[src/rtl/ro_measure_pkg.sv]
// rtl/ro_measure_pkg.sv - shared types and constants for the ring-oscillator measurement sequencer
//
// Contents:
//   meas_state_t      sequencer states
//   DEF_*             default widths and phase lengths
//   SRC_*             clock-source selector codes
package ro_measure_pkg;

  typedef enum logic [2:0] {
    IDLE,
    SHIFT,
    CLEAR,
    GATE,
    SETTLE,
    CAPTURE,
    RESULT
  } meas_state_t;

  localparam int DEF_CFG_W      = 64;
  localparam int DEF_CNT_W      = 32;
  localparam int DEF_WIN_W      = 16;
  localparam int DEF_CLR_CYC    = 4;
  localparam int DEF_SETTLE_CYC = 3;

  localparam logic [2:0] SRC_DIV4 = 3'b000;
  localparam logic [2:0] SRC_RO3  = 3'b001;
  localparam logic [2:0] SRC_RO5  = 3'b010;
  localparam logic [2:0] SRC_RAW  = 3'b011;

endpackage

[src/rtl/cfg_serializer.sv]
// rtl/cfg_serializer.sv - serial loader for the oscillator configuration shift chain
//
// Ports:
//   i_clk, i_rst_n   reference clock, synchronous active-low reset
//   i_start          one-cycle load request; captures i_cfg_word
//   i_cfg_word       configuration word, shifted out MSB first
//   o_done           high during the final clock-high phase; the owner leaves
//                    its shift state on the following edge
//   o_shift_clk      chain clock (low phase presents data, high phase clocks it)
//   o_shift_dta      chain data, stable across each low/high pair
module cfg_serializer
  import ro_measure_pkg::*;
#(
  parameter int CFG_W = DEF_CFG_W
) (
  input  logic             i_clk,
  input  logic             i_rst_n,
  input  logic             i_start,
  input  logic [CFG_W-1:0] i_cfg_word,
  output logic             o_done,
  output logic             o_shift_clk,
  output logic             o_shift_dta
);

  localparam int              BIT_W    = (CFG_W > 1) ? $clog2(CFG_W) : 1;
  localparam logic [BIT_W-1:0] LAST_BIT = BIT_W'(CFG_W - 1);

  logic             r_active;
  logic             r_phase_b;
  logic [BIT_W-1:0] r_bit_idx;
  logic [CFG_W-1:0] r_shreg;
  logic             r_shift_clk;
  logic             r_shift_dta;
  logic             w_last;

  assign w_last      = r_active & r_phase_b & (r_bit_idx == LAST_BIT);
  assign o_done      = w_last;
  assign o_shift_clk = r_shift_clk;
  assign o_shift_dta = r_shift_dta;

  // The MSB goes straight onto shift_dta at load time, so the holding
  // register keeps the remaining bits pre-shifted and its top bit is always
  // the next bit to present.
  always_ff @(posedge i_clk) begin
    if (!i_rst_n) begin
      r_active    <= 1'b0;
      r_phase_b   <= 1'b0;
      r_bit_idx   <= '0;
      r_shreg     <= '0;
      r_shift_clk <= 1'b0;
      r_shift_dta <= 1'b0;
    end else if (i_start) begin
      r_active    <= 1'b1;
      r_phase_b   <= 1'b0;
      r_bit_idx   <= '0;
      r_shreg     <= {i_cfg_word[CFG_W-2:0], 1'b0};
      r_shift_clk <= 1'b0;
      r_shift_dta <= i_cfg_word[CFG_W-1];
    end else if (r_active) begin
      if (!r_phase_b) begin
        r_shift_clk <= 1'b1;
        r_phase_b   <= 1'b1;
      end else begin
        r_shift_clk <= 1'b0;
        r_phase_b   <= 1'b0;
        if (w_last) begin
          r_active <= 1'b0;
        end else begin
          r_bit_idx   <= r_bit_idx + BIT_W'(1);
          r_shift_dta <= r_shreg[CFG_W-1];
          r_shreg     <= {r_shreg[CFG_W-2:0], 1'b0};
        end
      end
    end
  end

endmodule

[src/rtl/ro_measure_ctrl.sv]
// rtl/ro_measure_ctrl.sv - measurement sequencer for the ring-oscillator frequency counter
//
// Ports:
//   clk, rst_n                reference clock, synchronous active-low reset
//   start                     run request, accepted only when idle
//   cfg_word/src_sel/window   measurement setup, captured on acceptance
//   busy                      acceptance through result handshake
//   shift_clk/shift_dta       configuration shift chain
//   clk_source                clock selector code, updated on entry to CLEAR
//   cnt_clear/gate            event counter clear and enable window
//   cnt_value                 counter value, already in the clk domain
//   res_valid/res_ready       result handshake
//   result                    captured count, kept after the handshake
module ro_measure_ctrl
  import ro_measure_pkg::*;
#(
  parameter int CFG_W      = DEF_CFG_W,
  parameter int CNT_W      = DEF_CNT_W,
  parameter int WIN_W      = DEF_WIN_W,
  parameter int CLR_CYC    = DEF_CLR_CYC,
  parameter int SETTLE_CYC = DEF_SETTLE_CYC
) (
  input  logic             clk,
  input  logic             rst_n,
  input  logic             start,
  input  logic [CFG_W-1:0] cfg_word,
  input  logic [2:0]       src_sel,
  input  logic [WIN_W-1:0] window,
  output logic             busy,
  output logic             shift_clk,
  output logic             shift_dta,
  output logic [2:0]       clk_source,
  output logic             cnt_clear,
  output logic             gate,
  input  logic [CNT_W-1:0] cnt_value,
  output logic             res_valid,
  input  logic             res_ready,
  output logic [CNT_W-1:0] result
);

  // Timed phases load (length - 1) and leave when the timer reads zero.
  localparam logic [WIN_W-1:0] CLR_LAST    = WIN_W'(CLR_CYC - 1);
  localparam logic [WIN_W-1:0] SETTLE_LAST = WIN_W'(SETTLE_CYC - 1);

  meas_state_t      r_state;
  meas_state_t      w_state_nxt;
  logic [WIN_W-1:0] r_tmr;
  logic [WIN_W-1:0] w_tmr_nxt;
  logic [2:0]       r_src;
  logic [WIN_W-1:0] r_window;
  logic             r_busy;
  logic             r_cnt_clear;
  logic             r_gate;
  logic             r_res_valid;
  logic [2:0]       r_clk_source;
  logic [CNT_W-1:0] r_result;
  logic             w_ser_start;
  logic             w_ser_done;

  cfg_serializer #(
    .CFG_W(CFG_W)
  ) u_cfg_serializer (
    .i_clk      (clk),
    .i_rst_n    (rst_n),
    .i_start    (w_ser_start),
    .i_cfg_word (cfg_word),
    .o_done     (w_ser_done),
    .o_shift_clk(shift_clk),
    .o_shift_dta(shift_dta)
  );

  always_comb begin
    w_state_nxt = r_state;
    w_tmr_nxt   = r_tmr;
    w_ser_start = 1'b0;
    unique case (r_state)
      IDLE: begin
        if (start) begin
          w_state_nxt = SHIFT;
          w_ser_start = 1'b1;
        end
      end
      SHIFT: begin
        if (w_ser_done) begin
          w_state_nxt = CLEAR;
          w_tmr_nxt   = CLR_LAST;
        end
      end
      CLEAR: begin
        if (r_tmr == '0) begin
          // A zero-length window skips the gate so the counter stays cleared.
          if (r_window == '0) begin
            w_state_nxt = SETTLE;
            w_tmr_nxt   = SETTLE_LAST;
          end else begin
            w_state_nxt = GATE;
            w_tmr_nxt   = r_window - WIN_W'(1);
          end
        end else begin
          w_tmr_nxt = r_tmr - WIN_W'(1);
        end
      end
      GATE: begin
        if (r_tmr == '0) begin
          w_state_nxt = SETTLE;
          w_tmr_nxt   = SETTLE_LAST;
        end else begin
          w_tmr_nxt = r_tmr - WIN_W'(1);
        end
      end
      SETTLE: begin
        if (r_tmr == '0) begin
          w_state_nxt = CAPTURE;
        end else begin
          w_tmr_nxt = r_tmr - WIN_W'(1);
        end
      end
      CAPTURE: begin
        w_state_nxt = RESULT;
      end
      RESULT: begin
        if (res_ready) begin
          w_state_nxt = IDLE;
        end
      end
      default: begin
        w_state_nxt = IDLE;
      end
    endcase
  end

  // Outputs are registered from the next state so each one lines up with
  // the state it belongs to without a decode stage on the output pins.
  always_ff @(posedge clk) begin
    if (!rst_n) begin
      r_state      <= IDLE;
      r_tmr        <= '0;
      r_src        <= '0;
      r_window     <= '0;
      r_busy       <= 1'b0;
      r_cnt_clear  <= 1'b0;
      r_gate       <= 1'b0;
      r_res_valid  <= 1'b0;
      r_clk_source <= 3'b000;
      r_result     <= '0;
    end else begin
      r_state     <= w_state_nxt;
      r_tmr       <= w_tmr_nxt;
      r_busy      <= (w_state_nxt != IDLE);
      r_cnt_clear <= (w_state_nxt == CLEAR);
      r_gate      <= (w_state_nxt == GATE);
      r_res_valid <= (w_state_nxt == RESULT);
      if (w_ser_start) begin
        r_src    <= src_sel;
        r_window <= window;
      end
      // The selector switches only as CLEAR begins, so the counter is cleared
      // after the new source is already running.
      if ((w_state_nxt == CLEAR) && (r_state != CLEAR)) begin
        r_clk_source <= r_src;
      end
      if (r_state == CAPTURE) begin
        r_result <= cnt_value;
      end
    end
  end

  assign busy       = r_busy;
  assign cnt_clear  = r_cnt_clear;
  assign gate       = r_gate;
  assign res_valid  = r_res_valid;
  assign clk_source = r_clk_source;
  assign result     = r_result;

endmodule

[config.mk]
export PLATFORM = sky130hd
export DESIGN_NAME = ro_measure_ctrl
export DESIGN_NICKNAME = d
export VERILOG_FILES = /design/src/rtl/ro_measure_pkg.sv /design/src/rtl/cfg_serializer.sv /design/src/rtl/ro_measure_ctrl.sv
export SDC_FILE = /design/constraint.sdc
export NUM_CORES = 1
export LEC_CHECK = 0
export BUFFER_PORTS_ARGS = -buffer_cell sky130_fd_sc_hd__buf_2
export CORE_MARGIN = 5
export CORE_UTILIZATION = 58
export DETAILED_ROUTE_END_ITERATION = 6
export GPL_TIMING_DRIVEN = 0
export PLACE_DENSITY = 0.95
export REMOVE_ABC_BUFFERS = 1
export SLEW_MARGIN = 20
export SYNTH_ARGS = -nofsm -noshare
export SYNTH_HDL_FRONTEND = slang
export SYNTH_SLANG_ARGS = --single-unit
[constraint.sdc]
create_clock -name clk -period 3.7 [get_ports clk]
set_clock_uncertainty 0.15 [all_clocks]
set_input_delay 0.185 -clock clk [delete_from_list [all_inputs] [get_ports clk]]
set_output_delay 0.185 -clock clk [all_outputs]
set_load 0.01 [all_outputs]
==> results of run 1 <==
[where the power goes]
group / switching [W] / internal (W)
clock: 0.000692 / 0.000871
sequential: 0.0000604 / 0.00168
combinational: 0.000245 / 0.000276
[cell families after synthesis]
| logic type | Yosys count | synth area share, % |
|---|---|---|
| AO/OA/AOI/OAI | 177 | 20.7 |
| XOR/XNOR | 25 | 3.16 |
| adder cells (fa/ha/maj) | 5 | 0.904 |
| buffers and inverters | 64 | 3.62 |
| flip-flops | 149 | 43.1 |
| multiplexers | 69 | 10.0 |
| AND/OR/NAND/NOR | 287 | 18.5 |
[critical path: cells and delay by family (launching register included)]
kind | cells | cell delay, ns
AO/OA/AOI/OAI | 3 | 1.19
flip-flops | 1 | 0.37
AND/OR/NAND/NOR | 3 | 1.13
[per-stage QoR]
stage | worst slack, ns | hold WS, ns | TNS [ns]
after floorplan | -1.91 | 0.157 | -132.62
after global placement | -3.01 | 0.274 | -207.98
after detailed placement | 0.930 | 0.279 | 0
after CTS | 0.879 | 0.0612 | 0
after global routing | 0.565 | 0.103 | 0
final | 0.760 | 0.0760 | 0
[worst max path at each step]
| stage | from | end | slack [ns] | cells after the start |
|---|---|---|---|---|
| 2_1_floorplan | u_cfg_serializer.r_bit_idx[0] | u_cfg_serializer.r_shreg[1] | -1.91 | 6 |
| 3_3_place_gp | u_cfg_serializer.r_bit_idx[0] | u_cfg_serializer.r_shreg[1] | -3.01 | 6 |
| 3_5_place_dp | r_tmr[12] | r_tmr[15] | 0.93 | 6 |
| 4_1_cts | r_tmr[2] | r_tmr[15] | 0.88 | 6 |
| 5_1_grt | r_tmr[2] | r_tmr[15] | 0.57 | 6 |
| 6_report | r_tmr[2] | r_tmr[15] | 0.76 | 6 |
[layout make-up]
cell class	count	area (um2)
Tap cell	147	184
Timing Repair Buffer	282	2110
Sequential cell	149	2980
Clock inverter	12	81.3
Fill cell	593	2310
Inverter	8	30.0
Clock buffer	20	447
Multi-Input combinational cell	563	3710
[cells in the final DEF, fill, tap and decap left out, drive strengths merged, types with 2 or more instances in the layout]
cell,n
a21boi,54
a21oi,7
a22oi,5
a32oi,2
and2,4
and3,4
buf,167
clkbuf,20
clkinv,4
clkinvlp,7
dfxtp,149
dlygate4sd3,115
ha,5
inv,9
mux2i,68
nand2,192
nand2b,2
nand3,11
nand3b,2
nand4,4
nand4b,2
nor2,28
nor2b,9
nor3,13
nor4,6
o211a,64
o211ai,3
o21ai,27
o22ai,3
o32a,4
or3,3
or3b,3
xnor2,15
xor2,10
[what timing repair did]
action / CTS / global route
hold buffers: 115 / 0
buffers inserted: 0 / 0
hold endpoints to repair: 115 / 0
[state kept, by name (all words and copies together), names as in the netlist, 3 cells and up]
signal	flops
result	32
r_window	16
clk_source	3
u_cfg_serializer.r_bit_idx	6
r_state	3
r_src	3
r_tmr	16
u_cfg_serializer.r_shreg	63
[per-layer routing]
| metal | up-vias | share of wire [%] | global-route usage, % |
|---|---|---|---|
| li1 | 3203 | - | - |
| met1 | 3245 | 36 | 32.8 |
| met2 | 349 | 52 | 56.4 |
| met3 | 102 | 6.2 | 5.84 |
| met4 | 0 | 5.5 | 17.4 |
| met5 | - | 0 | 0 |
==> flow_metrics.tcl, run 1 <==
set metrics [dict create \
    start_kind "register" \
    numPlacedInstances 1033 \
    layout_min_cycle_time_ns 2.94 \
    drt-initial-drc-count 498 \
    worst_ir_drop_vdd_uv 419 \
    fp.dieH_um 119 \
    status "finished, final reports clean" \
    synthesis.instances 776 \
    antenna_cells 0 \
    design_area_mm2 0.00955 \
    synth_top_cell_by_area "dfxtp_1" \
    crit_type "register to register" \
    place_area_mm2 0.00785 \
    crit_path_max_fanout 12 \
    max_stage_delay_ns 0.74 \
    cts_made_buffers 17 \
    synth_async_sr_flop_share_pct 0 \
    hpwl_um 10900 \
    dieWidth_um 119 \
    areaGrowthSynthToFinish_pct 37.9 \
    firstDrtPassIters 6 \
    ys_top_cells_by_count "nand2_1 (192), dfxtp_1 (149), mux2i_1 (68)" \
    r2r-start "r_tmr[2]" \
    routabilityCongestion 0.924 \
    grt_max_degree 86 \
    io_buffers 159 \
    start_util_pct 58.4 \
    route.final.wire_length_um 21900 \
    clkLatencyLatePin_ns 0.42 \
    crit_path_top_delay_cell "o21ai_1" \
    worst-slew-pin-transition_ns 0.946 \
    power_w 0.00382 \
    syn-cell-area_mm2 0.00692 \
    drcViolationCount 0 \
    setup_viol 0 \
    grt_pass1_vias 7177 \
    path_cells "nor4_2 > and3_1 > nand2b_4 > o21ai_1 > o32ai_1 > a21o_1" \
    min_period_over_period_pct 79.5 \
    synth.avg_cell_area_um2 8.92 \
    grt_overflow_total 0 \
    slew_violations 0 \
    core_area_mm2 0.0119 \
    ys_warn_count 0 \
    cts_htree_levels 4 \
    worstHoldStart "start" \
    cts_tree "yes" \
    root_buffer "clkbuf_16" \
    vias 6899 \
    slew_headroom_pct 36.5 \
    clk_pin_slew_worst_paths_ns 0.06 \
    rsz0062_at_grt "no" \
    synth_area_leaders "dfxtp_1 (43%), nand2_1 (10%), mux2i_1 (9.8%)" \
    maxCapViolCount 0 \
    ant_nets 0 \
    arrival_ns 3.09 \
    grt_pass1_wl_um 35400 \
    ys_ff_latch 149 \
    grt_use_total_pct 30.8 \
    via_per_inst 5.84 \
    hold_violations 0 \
    clock_path_buffers 2 \
    min_path_cells 4 \
    hold_path_class "input pin to register" \
    stdcell_count 1181 \
    nets 1145 \
    antenna_found_initial 0 \
    post_cts_resized 0 \
    synth_flop_cell "dfxtp_1" \
    synth_edf_count 0 \
    cp-end-kind "register" \
    drive_above_1_share_pct 20.4 \
    yosys.cell_types.count 53 \
    wire_per_inst_um 18.5 \
    clkSinkCount 149 \
    synth_seq_area_share_pct 43.1 \
    rows 40 \
    io_pins 160 \
    p_leak_nw 4.39 \
    p_per_area_mw_per_mm2 401 \
    reg2reg_depth 6 \
    fin_util_pct 80.5 \
    synth.most_common_cell "nand2_1" \
    clock.fmax_ghz 0.340 \
    min_delay_worst_endpoint "busy" \
    netlist.area_leader.share_pct 43.1 \
    reg2reg_to "r_tmr[15]" \
    ff2ff_setup_slack_ns 0.76 \
    die_area_mm2 0.0142 \
    cp.required_ns 3.85 \
]
Power figures use the tool's default switching activity.
==> run 2: changes to the inputs <==
Settings changed: CORE_UTILIZATION 58 to 54, PLACE_DENSITY 0.95 to 0.91.
Clock period 3.7 ns to 3.03 ns, I/O delays scaled along.
==> run 2 against run 1 <==
  * Via count increased by 0.52%
  * Highest routed layer unchanged
  * Global-route usage decreased by 1.6 points
  * Final cell count increased by 2.2%
  * Critical endpoint is now u_cfg_serializer.r_shreg[63]
  * Sequential share of layout area decreased by 0.40 points
  * Combinational power increased by 24%
  * Sequential cell count unchanged
  * Maximum frequency increased by 12%
  * Final area increased by 1.3%
  * Power increased by 32%
  * Register-to-register slack got worse by 0.35 ns
  * Wire length increased by 1.3%
  * First-iteration DRC count decreased by 11%
==> flow_metrics.tcl, run 2 (same netlist as run 1, synthesis figures left out) <==
set metrics [dict create \
    status "finished, final reports clean" \
    mostFrequentLayoutCell "nand2_1" \
    hpwl_um 10700 \
    hold_path_class "input pin to register" \
    firstDrtPassIters 6 \
    clkSinkCount 149 \
    p_per_area_mw_per_mm2 522 \
    clk_pin_slew_worst_paths_ns 0.06 \
    numPlacedInstances 1058 \
    dieWidth_um 123 \
    start_kind "register" \
    min_delay_worst_endpoint "u_cfg_serializer.r_shreg[45]" \
    grt_pass1_wl_um 35100 \
    maxCapViolCount 0 \
    cts_tree "yes" \
    drive_above_1_share_pct 20.6 \
    crit_path_top_delay_cell "nor2_4" \
    fin_util_pct 77.0 \
    fp.dieH_um 123 \
    cp-end-kind "register" \
    num-fill-cells 686 \
    rsz0062_at_grt "no" \
    antenna_found_initial 1 \
    use_met3_pct 6.31 \
    stdcell_count 1207 \
    hold_violations 0 \
    largest-register "u_cfg_serializer.r_shreg" \
    areaGrowthSynthToFinish_pct 39.7 \
    cp.required_ns 3.19 \
    clock_path_buffers 2 \
    io_buffers 159 \
    ff2ff_setup_slack_ns 0.41 \
    grt_use_met1_pct 30.6 \
    grt-busiest-layer "met2" \
    post-cts-setup-buffers 0 \
    die_area_mm2 0.0152 \
    wire_per_inst_um 18.4 \
    core_area_mm2 0.0126 \
    worst-slew-pin-transition_ns 0.725 \
    worst_ir_drop_vdd_uv 509 \
    layout_min_cycle_time_ns 2.62 \
    grt_pass1_vias 7259 \
    setup_viol 0 \
    rows 41 \
    via_per_inst 5.75 \
    post-place-ws_ns 0.288 \
    min_period_over_period_pct 86.5 \
    root_buffer "clkbuf_16" \
    grt_use_total_pct 29.2 \
    clkLatencyLatePin_ns 0.43 \
    drt-initial-drc-count 442 \
    crit_type "register to register" \
    slew_headroom_pct 51.7 \
    whs_ns 0.115 \
    arrival_ns 2.78 \
    io_pins 160 \
    reg2reg_depth 9 \
    p_leak_nw 4.44 \
    vias 6935 \
    clock.fmax_ghz 0.382 \
    drcViolationCount 0 \
    cp_common_cell "buf_12" \
    min_path_cells 2 \
    routabilityCongestion 0.907 \
    slew_violations 0 \
    start_util_pct 55.1 \
    path_cells "ha_1 > nand3_1 > nor2_1 > nor2_4 > buf_12 > buf_12 > mux2i_1 > nand2_1 > o211a_1" \
    reg2reg_to "u_cfg_serializer.r_shreg[63]" \
    met2_usage_pct 53.4 \
    nets 1145 \
    worstHoldStart "rst_n" \
    largest_reg_flops 63 \
    grt_max_degree 85 \
    grt_overflow_total 0 \
    cts_made_buffers 17 \
    ant_nets 0 \
    r2r-start "u_cfg_serializer.r_bit_idx[0]" \
    cts_htree_levels 4 \
    layout_common_cells "nand2_1 (192), buf_2 (160), dfxtp_1 (149)" \
    setup_slack_ns 0.411 \
    route.final.wire_length_um 22200 \
    max_stage_delay_ns 0.53 \
    crit_path_max_fanout 22 \
]
-- run 2: changes by cell type in the layout (fill, tap and decap cells not counted), moves of 2 or more --
cell | previous run | this run
clkinvlp_4 | 7 | 2
bufinv_16 | 0 | 4
clkinv_4 | 0 | 2
buf_16 | 5 | 3
buf_12 | 0 | 2
-- run 2: area by class of cell --
type	count	area (um2)	share of cell area [%]
inverter	8	30.0	0.310
clock inverter	12	176	1.82
clock buffer	20	457	4.72
timing repair buffer	282	2090	21.6
multi-input combinational	563	3720	38.4
antenna	1	2.50	0.0259
sequential	149	2980	30.8
tap	172	215	2.23
-- run 2: timing repair --
item,in CTS,in global routing
resized for setup,0,1
setup endpoints to repair,0,1
endpoints found under the hold margin,116,0
hold buffers,116,0
-- run 2: per-layer routing --
layer  share of wire (%)  up-vias
met5                   0        -
met4                 5.5        0
met3                 6.2      113
met2                  51      363
met1                  37     3248
li1                    -     3211
-- run 2: per-stage QoR --
step | TNS [ns] | total power [W] | area [um2]
floorplan | -179.52 | 0.00245 | 6700
global placement | -273.38 | 0.00261 | 7710
detailed placement | 0 | 0.00263 | 7870
CTS | 0 | 0.00497 | 9660
global route | 0 | 0.00519 | 9670
finish | 0 | 0.00504 | 9670
-- run 2: how the worst max path moves through the flow --
stage,start,endpoint,slack [ns],cells after the start
6_report,u_cfg_serializer.r_bit_idx[0],u_cfg_serializer.r_shreg[63],0.41,9
2_1_floorplan,u_cfg_serializer.r_bit_idx[0],u_cfg_serializer.r_shreg[1],-2.58,6
4_1_cts,r_tmr[2],r_tmr[15],0.25,6
5_1_grt,r_tmr[2],r_tmr[4],0.23,6
3_3_place_gp,u_cfg_serializer.r_bit_idx[0],u_cfg_serializer.r_shreg[1],-3.84,6
3_5_place_dp,r_tmr[12],r_tmr[15],0.29,6
-- run 2: critical path: cells and delay by family (launching register included) --
family	cells	cell delay, ns
flops	1	0.34
compound gates	1	0.17
buf+inv	2	0.50
fa+ha+maj	1	0.26
simple gates	4	0.82
mux	1	0.24
-- run 2: power by group --
part	internal, W	switching [W]	total, W
sequential	0.00205	0.0000738	0.00212
combinational	0.000338	0.000309	0.000647
clock	0.00142	0.000851	0.00227
total	0.00381	0.00123	0.00504
